**src/rtl/reg_file_sb_pkg.sv**
```systemverilog
// Shared constants and helpers for the reg_file_sb register file and its scoreboard.
package reg_file_pkg;

  localparam int DATA_W_DEF = 8;
  localparam int ADDR_W_DEF = 3;
  localparam int NUM_RD_DEF = 2;

  // Low bit of port `port` inside a flattened bus of `width`-bit slices
  function automatic int slice_lo(input int port, input int width);
    return port * width;
  endfunction

endpackage

```
**src/rtl/reg_file_sb_if.sv**
```systemverilog
// Decode/writeback bus of reg_file_sb; master = controller side, slave = register file.
interface reg_file_sb_if import reg_file_pkg::*; #(
  parameter int DATA_W = DATA_W_DEF,
  parameter int ADDR_W = ADDR_W_DEF,
  parameter int NUM_RD = NUM_RD_DEF
);

  logic [DATA_W-1:0]        WRITEDATA;
  logic [ADDR_W-1:0]        WRITEREG;
  logic                     WRITEENABLE;
  logic [NUM_RD*ADDR_W-1:0] READREG;
  logic [NUM_RD-1:0]        READEN;
  logic [NUM_RD*DATA_W-1:0] REGOUT;
  logic                     RESERVE;
  logic [ADDR_W-1:0]        RESERVEREG;
  logic [NUM_RD-1:0]        BUSY;
  logic                     STALL;
  logic [ADDR_W:0]          PEND_COUNT;

  modport master (
    output WRITEDATA, WRITEREG, WRITEENABLE, READREG, READEN, RESERVE, RESERVEREG,
    input  REGOUT, BUSY, STALL, PEND_COUNT
  );

  modport slave (
    input  WRITEDATA, WRITEREG, WRITEENABLE, READREG, READEN, RESERVE, RESERVEREG,
    output REGOUT, BUSY, STALL, PEND_COUNT
  );

endinterface

```
**src/rtl/reg_file_sb_scoreboard.sv**
```systemverilog
// Pending-load scoreboard: per-register pend bits, their population count and per-port lookup.
module reg_scoreboard import reg_file_pkg::*; #(
  parameter int ADDR_W = ADDR_W_DEF,
  parameter int NUM_RD = NUM_RD_DEF
) (
  input  logic                     clk,
  input  logic                     reset,
  input  logic                     set_en,
  input  logic [ADDR_W-1:0]        set_idx,
  input  logic                     clr_en,
  input  logic [ADDR_W-1:0]        clr_idx,
  input  logic [NUM_RD*ADDR_W-1:0] read_idx,
  output logic [NUM_RD-1:0]        busy,
  output logic [ADDR_W:0]          pend_count
);

  localparam int DEPTH = 2 ** ADDR_W;
  localparam logic [ADDR_W:0] ONE = {{ADDR_W{1'b0}}, 1'b1};

  logic [DEPTH-1:0] pend;
  logic             set_eff;
  logic             clr_eff;

  // A set on the same index as a clear wins, so that clear is not effective
  always_comb begin
    set_eff = set_en & ~pend[set_idx];
    clr_eff = clr_en & pend[clr_idx] & ~(set_en & (set_idx == clr_idx));
  end

  // Pend vector and its running count
  always_ff @(posedge clk) begin
    if (reset) begin
      pend       <= '0;
      pend_count <= '0;
    end else begin
      if (clr_en) pend[clr_idx] <= 1'b0;
      if (set_en) pend[set_idx] <= 1'b1;
      case ({set_eff, clr_eff})
        2'b10:   pend_count <= pend_count + ONE;
        2'b01:   pend_count <= pend_count - ONE;
        default: pend_count <= pend_count;
      endcase
    end
  end

  // Per-port pending lookup
  always_comb begin
    busy = '0;
    for (int i = 0; i < NUM_RD; i++) begin
      busy[i] = pend[read_idx[slice_lo(i, ADDR_W) +: ADDR_W]];
    end
  end

endmodule

```
**src/rtl/reg_file_sb.sv**
```systemverilog
// Register file with pending-load scoreboard; define REG_FILE_BYPASS_EN for write-to-read forwarding.
module reg_file_sb import reg_file_pkg::*; #(
  parameter int DATA_W = DATA_W_DEF,
  parameter int ADDR_W = ADDR_W_DEF,
  parameter int NUM_RD = NUM_RD_DEF
) (
  input logic          CLK,
  input logic          RESET,
  reg_file_sb_if.slave bus
);

  localparam int DEPTH = 2 ** ADDR_W;

  logic [DATA_W-1:0]        regs [DEPTH];
  logic [NUM_RD-1:0]        busy_stored;
  logic [NUM_RD-1:0]        busy;
  logic [NUM_RD*DATA_W-1:0] regout;
  logic [ADDR_W-1:0]        rd_idx;

  reg_scoreboard #(.ADDR_W(ADDR_W), .NUM_RD(NUM_RD)) u_sb (
    .clk        (CLK),
    .reset      (RESET),
    .set_en     (bus.RESERVE),
    .set_idx    (bus.RESERVEREG),
    .clr_en     (bus.WRITEENABLE),
    .clr_idx    (bus.WRITEREG),
    .read_idx   (bus.READREG),
    .busy       (busy_stored),
    .pend_count (bus.PEND_COUNT)
  );

  // Register array write port
  always_ff @(posedge CLK) begin
    if (RESET) begin
      for (int k = 0; k < DEPTH; k++) regs[k] <= '0;
    end else if (bus.WRITEENABLE) begin
      regs[bus.WRITEREG] <= bus.WRITEDATA;
    end else begin
      regs <= regs;
    end
  end

  // Read muxes; the forwarding path still reports busy when the same index is re-reserved
  always_comb begin
    regout = '0;
    busy   = '0;
    rd_idx = '0;
    for (int i = 0; i < NUM_RD; i++) begin
      rd_idx = bus.READREG[slice_lo(i, ADDR_W) +: ADDR_W];
`ifdef REG_FILE_BYPASS_EN
      if (bus.WRITEENABLE && (bus.WRITEREG == rd_idx)) begin
        regout[slice_lo(i, DATA_W) +: DATA_W] = bus.WRITEDATA;
        busy[i] = bus.RESERVE && (bus.RESERVEREG == bus.WRITEREG);
      end else begin
        regout[slice_lo(i, DATA_W) +: DATA_W] = regs[rd_idx];
        busy[i] = busy_stored[i];
      end
`else
      regout[slice_lo(i, DATA_W) +: DATA_W] = regs[rd_idx];
      busy[i] = busy_stored[i];
`endif
    end
  end

  assign bus.REGOUT = regout;
  assign bus.BUSY   = busy;
  assign bus.STALL  = |(busy & bus.READEN);

endmodule

```
**src/flat_wrapper.sv**
```systemverilog
// flat-port wrapper written by rule: the top's interface ports become plain ports
module reg_file_sb_flat import reg_file_pkg::*;
#(
  parameter int DATA_W = DATA_W_DEF,
  parameter int ADDR_W = ADDR_W_DEF,
  parameter int NUM_RD = NUM_RD_DEF
)
  (CLK, RESET, bus_WRITEDATA, bus_WRITEREG, bus_WRITEENABLE, bus_READREG, bus_READEN, bus_RESERVE, bus_RESERVEREG, bus_REGOUT, bus_BUSY, bus_STALL, bus_PEND_COUNT);
  reg_file_sb_if #(.DATA_W(DATA_W), .ADDR_W(ADDR_W), .NUM_RD(NUM_RD)) bus_i ();
  input logic CLK;
  input logic RESET;
  input wire logic [$bits(bus_i.WRITEDATA)-1:0] bus_WRITEDATA;
  input wire logic [$bits(bus_i.WRITEREG)-1:0] bus_WRITEREG;
  input wire logic [$bits(bus_i.WRITEENABLE)-1:0] bus_WRITEENABLE;
  input wire logic [$bits(bus_i.READREG)-1:0] bus_READREG;
  input wire logic [$bits(bus_i.READEN)-1:0] bus_READEN;
  input wire logic [$bits(bus_i.RESERVE)-1:0] bus_RESERVE;
  input wire logic [$bits(bus_i.RESERVEREG)-1:0] bus_RESERVEREG;
  output wire logic [$bits(bus_i.REGOUT)-1:0] bus_REGOUT;
  output wire logic [$bits(bus_i.BUSY)-1:0] bus_BUSY;
  output wire logic [$bits(bus_i.STALL)-1:0] bus_STALL;
  output wire logic [$bits(bus_i.PEND_COUNT)-1:0] bus_PEND_COUNT;
  assign bus_i.WRITEDATA = bus_WRITEDATA;
  assign bus_i.WRITEREG = bus_WRITEREG;
  assign bus_i.WRITEENABLE = bus_WRITEENABLE;
  assign bus_i.READREG = bus_READREG;
  assign bus_i.READEN = bus_READEN;
  assign bus_i.RESERVE = bus_RESERVE;
  assign bus_i.RESERVEREG = bus_RESERVEREG;
  assign bus_REGOUT = bus_i.REGOUT;
  assign bus_BUSY = bus_i.BUSY;
  assign bus_STALL = bus_i.STALL;
  assign bus_PEND_COUNT = bus_i.PEND_COUNT;
  reg_file_sb #(.DATA_W(DATA_W), .ADDR_W(ADDR_W), .NUM_RD(NUM_RD)) u_core (.CLK(CLK), .RESET(RESET), .bus(bus_i));
endmodule
```
**config.mk**
```make
export PLATFORM = sky130hd
export DESIGN_NAME = reg_file_sb_flat
export DESIGN_NICKNAME = d
export VERILOG_FILES = /design/src/rtl/reg_file_sb_pkg.sv /design/src/rtl/reg_file_sb_if.sv /design/src/rtl/reg_file_sb_scoreboard.sv /design/src/rtl/reg_file_sb.sv /design/src/flat_wrapper.sv
export SDC_FILE = /design/constraint.sdc
export NUM_CORES = 1
export LEC_CHECK = 0
export BUFFER_PORTS_ARGS = -buffer_cell sky130_fd_sc_hd__buf_2
export CAP_MARGIN = 30
export CORE_UTILIZATION = 45
export DETAILED_ROUTE_END_ITERATION = 12
export GPL_ROUTABILITY_DRIVEN = 1
export SYNTH_ARGS = -nofsm -noshare
export SYNTH_HDL_FRONTEND = slang
export SYNTH_SLANG_ARGS = --single-unit
```
**constraint.sdc**
```tcl
create_clock -name CLK -period 2.96 [get_ports CLK]
set_input_delay 0.148 -clock CLK [delete_from_list [all_inputs] [get_ports CLK]]
set_output_delay 0.148 -clock CLK [all_outputs]
set_load 0.02 [all_outputs]
```
# ---- Word level (Yosys, flattened, before mapping)
# Index checks and enable logic that the tools add are counted.
dict set report classes {
  n_addsub 2
  n_lt_le_gt_ge 10
  eq_ne 3
  mux 25
  bitwise_logic 13
  reduce_logical 5
}
# op n
set op_table {}
lappend op_table {{64-bit bitwise mux} 1}
lappend op_table {{8-bit 2-to-1 mux} 8}
lappend op_table {{8-bit binary-select mux with 3-bit select} 2}
lappend op_table {{8-bit demux with 3-bit select} 1}
lappend op_table {{3-bit by 4-bit less-than comparator with 1-bit output, second input constant} 4}
lappend op_table {{1-bit binary-select mux with 3-bit select} 4}
lappend op_table {{4-bit >= comparator, second input constant} 3}
lappend op_table {{3-bit inverter with 4-bit output} 3}
lappend op_table {{8-bit AND} 1}
lappend op_table {{8-bit inverter} 1}
lappend op_table {{8-bit OR} 1}
lappend op_table {{4-bit one-hot mux with 2 select lines} 1}
lappend op_table {{1-bit demux with 3-bit select} 2}
lappend op_table {{3-bit by 1-bit >= comparator with 1-bit output, second input constant} 2}
lappend op_table {{1-bit 2-to-1 mux} 6}
lappend op_table {{4-bit by 1-bit adder with 4-bit output, second input constant} 1}
lappend op_table {{1-bit AND} 4}
lappend op_table {{4-bit by 1-bit less-than comparator with 1-bit output, second input constant} 1}
lappend op_table {{4-bit by 1-bit subtractor with 4-bit output, second input constant} 1}
lappend op_table {{3-bit == test} 1}
lappend op_table {{1-bit logical AND} 3}
lappend op_table {{2-bit AND} 1}
lappend op_table {{2-bit by 1-bit == test with 1-bit output, second input constant} 1}
lappend op_table {{2-bit == test, second input constant} 1}
lappend op_table {{3 further kinds} 4}
dict set report totals {
  ff_bits 76
  input_bits 26
  out_inout_bits 23
  word_cells 68
}

# ---- Logic depth before layout (Yosys ltp)
dict set report depth {
  depth_word 10
  depth_mapped 12
  mapped_depth_nobuf 11
}

# ---- By module
# Synthesis repeated with hierarchy kept, for this count alone.
dict set report unflattened {
  cells_unflattened 424
  area_unflattened_um2 4352.9
}
# mod instances cells_per_inst area_each_um2 seq_area_each_um2
set modules_own_cells {}
lappend modules_own_cells {reg_file_sb 1 331 3493.4 1281.2}
lappend modules_own_cells {reg_scoreboard 1 93 859.6 240.2}

# ---- Worst setup path after synthesis
# Ideal clock, no wire load.
dict set report synth_timing {
  path_kind {input -> register}
  startpoint {input bus_RESERVEREG[1]}
  endpoint {register u_core.u_sb.pend_count[3]}
  arrival_time_ps 2491
  slack_ps 398
  stages 10
  n_path_buf 1
  path_cell_list {clkbuf_1 mux4_2 mux2i_1 nand2_1 ha_1 ha_1 a21oi_1 a21oi_1 or4_1 a21oi_1}
}
dict set report synth_between {
  elab_chain_len 6
}
# item line
set synth_rtl {}
lappend synth_rtl {{start, declared} flat_wrapper.sv:18} ;# input wire logic [$bits(bus_i.RESERVEREG)-1:0] bus_RESERVEREG;
lappend synth_rtl {{1-bit binary-select mux with 3-bit select or 3-bit == test (tied branches)} {reg_file_sb_scoreboard.sv:26, reg_file_sb_scoreboard.sv:27}}
lappend synth_rtl {{1-bit 2-to-1 mux (implied by the code) or 1-bit AND (tied branches)} {reg_file_sb_scoreboard.sv:26, reg_file_sb_scoreboard.sv:27}}
lappend synth_rtl {{1-bit inverter, on equally long branches} {reg_file_sb_scoreboard.sv:26, reg_file_sb_scoreboard.sv:27}}
lappend synth_rtl {{1-bit AND, on equally long branches} {reg_file_sb_scoreboard.sv:26, reg_file_sb_scoreboard.sv:27}}
lappend synth_rtl {{2-bit by 1-bit == test with 1-bit output or 2-bit == test (tied branches)} reg_file_sb_scoreboard.sv:38} ;# case ({set_eff, clr_eff})
lappend synth_rtl {{4-bit one-hot mux with 2 select lines or 2-bit nonzero test (tied branches)} --}
lappend synth_rtl {{end signal, assigned} reg_file_sb_scoreboard.sv:39} ;# 2'b10: pend_count <= pend_count + ONE;
lappend synth_rtl {{end signal, assigned} reg_file_sb_scoreboard.sv:40} ;# 2'b01: pend_count <= pend_count - ONE;
lappend synth_rtl {{end signal, assigned} reg_file_sb_scoreboard.sv:41} ;# default: pend_count <= pend_count;
lappend synth_rtl {{end, declared} reg_file_sb_scoreboard.sv:14} ;# output logic [ADDR_W:0] pend_count
# Several ways; a longest one is shown, not always the timed one. The select of a mux whose other input is x is not followed.
# A chain may end at the register's enable or synchronous reset.

# ---- Final worst setup path
dict set report layout_timing {
  startpoint {register u_core.u_sb.pend[7]}
  endpoint {register u_core.u_sb.pend_count[3]}
}
dict set report layout_between {
  elab_chain_len 6
}
# item line
set layout_rtl {}
lappend layout_rtl {{start, declared} reg_file_sb_scoreboard.sv:20} ;# logic [DEPTH-1:0] pend;
lappend layout_rtl {{start signal, assigned} reg_file_sb_scoreboard.sv:33} ;# pend <= '0;
lappend layout_rtl {{start signal, assigned by index} reg_file_sb_scoreboard.sv:36} ;# if (clr_en) pend[clr_idx] <= 1'b0;
lappend layout_rtl {{start signal, assigned by index} reg_file_sb_scoreboard.sv:37} ;# if (set_en) pend[set_idx] <= 1'b1;
lappend layout_rtl {{1-bit binary-select mux with 3-bit select, on equally long branches} {reg_file_sb_scoreboard.sv:27, reg_file_sb_scoreboard.sv:26}}
lappend layout_rtl {{1-bit 2-to-1 mux, on equally long branches} {reg_file_sb_scoreboard.sv:27, reg_file_sb_scoreboard.sv:26}}
lappend layout_rtl {{1-bit AND or 1-bit inverter (tied branches)} {reg_file_sb_scoreboard.sv:27, reg_file_sb_scoreboard.sv:26}}
lappend layout_rtl {{1-bit AND, on equally long branches} {reg_file_sb_scoreboard.sv:27, reg_file_sb_scoreboard.sv:26}}
lappend layout_rtl {{2-bit by 1-bit == test with 1-bit output or 2-bit == test (tied branches)} reg_file_sb_scoreboard.sv:38}
lappend layout_rtl {{4-bit one-hot mux with 2 select lines or 2-bit nonzero test (tied branches)} --}
# Several ways; a longest one is shown, not always the timed one. The select of a mux whose other input is x is not followed.

==> run_results.csv <==
group,metric,value,unit
cells_and_area,num_antenna_cells,0,
sta,hold_violations,0,
synth,yosysWarnings,0,
power_and_ir_drop,leakage,1.74,nW
sta,worstMarginPinSlew,0.904,ns
sta,rsz0062_at_grt,"no",
global_route,grt-ovfl-total,0,
synth,syn_inst,440,
clock_network,cts_buffer_depth,2,
clock_network,cts_resized,0,
setup_path,worst_r2r_endpoint,"u_core.u_sb.pend_count[3]",
setup_path,crit_path_end_kind,"flip-flop",
floorplanning,die_h,98.2,um
sta,slew_headroom,0.395,
cells_and_area,fillCellCount,840,
clock_network,cts_tree,"done",
global_route,grt_max_degree,77,
detailed_routing,drtAntennaViolNets,0,
setup_path,cpMaxStageDelayCell,"mux4_2",
floorplanning,die_x,98.2,um
setup_path,crit_arrival,2.88,ns
cells_and_area,fin_nets,497,
clock_network,postCtsSetupBuffers,0,
sta,setup_viol,0,
setup_path,path_buf_inv,0,
setup_path,r2r_slack,0.37,ns
global_route,antenna_found_initial,0,
placement,port_buffers,48,
floorplanning,start_util,0.470,
clock_network,h-tree-depth,3,
run,drv_cap,0,
floorplanning,core,8850,um2
floorplanning,rows,34,
floorplanning,die-area,9630,um2
setup_path,cp-startpoint,"u_core.u_sb.pend[7]",
sta,fin_crit_sh,0.874,
synth,ys_ff_latch,76,
detailed_routing,totalWireLength,11600,um
setup_path,worstPathRequired,3.25,ns
setup_path,setup.worst_path.start_class,"flip-flop",
sta,finClkSkew,0.00789,ns
floorplanning,pin_count,49,
placement,hpwl,7510,um
setup_path,reg2reg_from,"u_core.u_sb.pend[7]",
synth,ys_types,32,
detailed_routing,vias,3465,
cells_and_area,final_layout_size_suffix_gt1_frac,0.242,
power_and_ir_drop,p_per_area,506,nW/um2
detailed_routing,drc,6,
setup_path,crit_path_end,"u_core.u_sb.pend_count[3]",
global_route,grt_pass1_vias,3440,
clock_network,clock_sinks,76,
synth,ys_seq_area_frac,0.366,
setup_path,cp_max_fo,5,
cells_and_area,layout_commonest_cell,"nand2_1",
sta,setup-tns-final,0,ns
detailed_routing,vias_per_cell,5.97,
clock_network,clk_latency,0.36,ns
cells_and_area,area_growth,10.6,%
sta,fmax,386,MHz
clock_network,cts.clk_slew.worst_paths,0.09,ns
sta,maxSlewViolCount,0,
detailed_routing,drtIter0Drc,216,
synth,syn_area_per_cell,9.46,um2
cells_and_area,final_cells,580,
setup_path,cp_common_cell,"a21oi_1",
synth,synth_nets,470,
clock_network,hold_buffers,0,
placement,gp_congestion,0.864,
sta,layout_min_cycle_time,2.59,ns
clock_network,root_buffer,"clkbuf_8",
detailed_routing,wl_per_cell,19.9,um
global_route,grtUsageTotal,0.253,
global_route,grt_pass1_wl,18400,um
outcome,status,"finished, violations left",
setup_path,crit_cells,9,
setup_path,crit_family,"multiplexers",
outcome,violations,"DRC",
synth,syn_area,4160,um2
setup_path,crit_chain,"mux4_2 -> mux2i_1 -> nor2_1 -> ha_1 -> ha_1 -> a21oi_1 -> a21oi_1 -> or4_1 -> a21oi_1",
setup_path,critPathKind,"flip-flop to flip-flop",
cells_and_area,layout_common_cells,"nand2_1 (136), dfxtp_1 (76), a21oi_1 (70)",
setup_path,rr_worst_depth,9,
setup_path,slowest_delay,0.48,ns
worst_hold_path,hp-start,"bus_WRITEDATA[5]",
placement,dp.cells,564,
clock_network,numCtsBuffers,9,
power_and_ir_drop,ir_drop,0.182,mV
worst_hold_path,hold_path_class,"input port to flip-flop",
detailed_routing,firstDrtPassIters,9,
## sequential cells by signal, indices dropped and copies added, names as in the netlist
register	flops
u_core.regs	64
u_core.u_sb.pend	8
u_core.u_sb.pend_count	4
## logic make-up (layout without fill, tap and decap cells)
| logic type | count (synthesis) | after routing | share of synthesized area |
|---|---|---|---|
| xor+xnor | 5 | 5 | 0.0105 |
| mux | 60 | 60 | 0.283 |
| fa+ha+maj | 4 | 4 | 0.0138 |
| compound gates | 79 | 79 | 0.102 |
| simple gates | 178 | 178 | 0.174 |
| buf+inv | 38 | 70 | 0.0514 |
| flops | 76 | 76 | 0.366 |
## through the flow
step	instance area, um2	setup slack, ns	power [mW]	hold WS [ns]	util
2_1_floorplan	4160	0.398	1.29	0.318	-
3_3_place_gp	4360	0.320	1.36	0.449	0.492
3_5_place_dp	4360	0.255	1.37	0.455	0.492
4_1_cts	4600	0.390	2.34	0.0760	0.520
5_1_grt	4600	0.201	2.42	0.0824	0.520
6_report	4600	0.372	2.33	0.0977	0.520
## worst min-delay path, delay by kind of cell
kind | cells | cell delay [ns]
buffers and inverters | 1 | 0.15
and+or+nand+nor | 1 | 0.07
AOI/OAI and AO/OA | 1 | 0.05
## layout make-up
cell class                      instances  area [um2]  area share
Inverter                                3        11.3     0.00245
Timing Repair Buffer                   51         263      0.0571
Sequential cell                        76        1520       0.331
Clock inverter                          7         121      0.0264
Clock buffer                            9         124      0.0269
Multi-Input combinational cell        326        2420       0.527
Tap cell                              108         135      0.0294
## synthesized netlist by cell type (all sizes together)
library cell / count / area share
or4: 1 / 0.0018
nor3: 2 / 0.0048
mux2: 18 / 0.050
buf: 18 / 0.031
xnor2: 3 / 0.0063
nor2: 21 / 0.019
mux4: 40 / 0.23
dfxtp: 76 / 0.37
a22oi: 3 / 0.0054
clkbuf: 17 / 0.018
nand4: 3 / 0.0045
nor2b: 6 / 0.0090
xor2: 2 / 0.0042
inv: 3 / 0.0027
a21oi: 70 / 0.084
nand2b: 3 / 0.0045
nand2: 136 / 0.12
and3: 1 / 0.0015
a22o: 1 / 0.0021
nand3: 5 / 0.0060
a32oi: 4 / 0.0084
o31ai: 1 / 0.0018
mux2i: 2 / 0.0048
ha: 3 / 0.0090
fa: 1 / 0.0048
## report_power, final
group          switching, mW  total (mW)  internal, mW
sequential            0.0213        1.07          1.05
combinational          0.168       0.274         0.106
clock                  0.416       0.982         0.566
total                  0.606        2.33          1.72
## layer usage
metal	up-vias	global-route usage	wire length, um
li1	1611	-	-
met1	1726	0.319	4870
met2	108	0.433	5870
met3	20	0.0494	598
met4	0	0.0930	212
met5	-	0	0
## how the worst min path moves through the flow
stage                                      to  slack (ns)  depth (start not counted)
final                         u_core.regs[13]         0.1                          3
after CTS                     u_core.regs[13]        0.08                          3
after global placement        u_core.regs[31]        0.45                          2
after detailed placement      u_core.regs[31]        0.45                          2
after global routing          u_core.regs[13]        0.08                          3
after floorplan           u_core.u_sb.pend[7]        0.32                          2
Power figures use the tool's default switching activity.
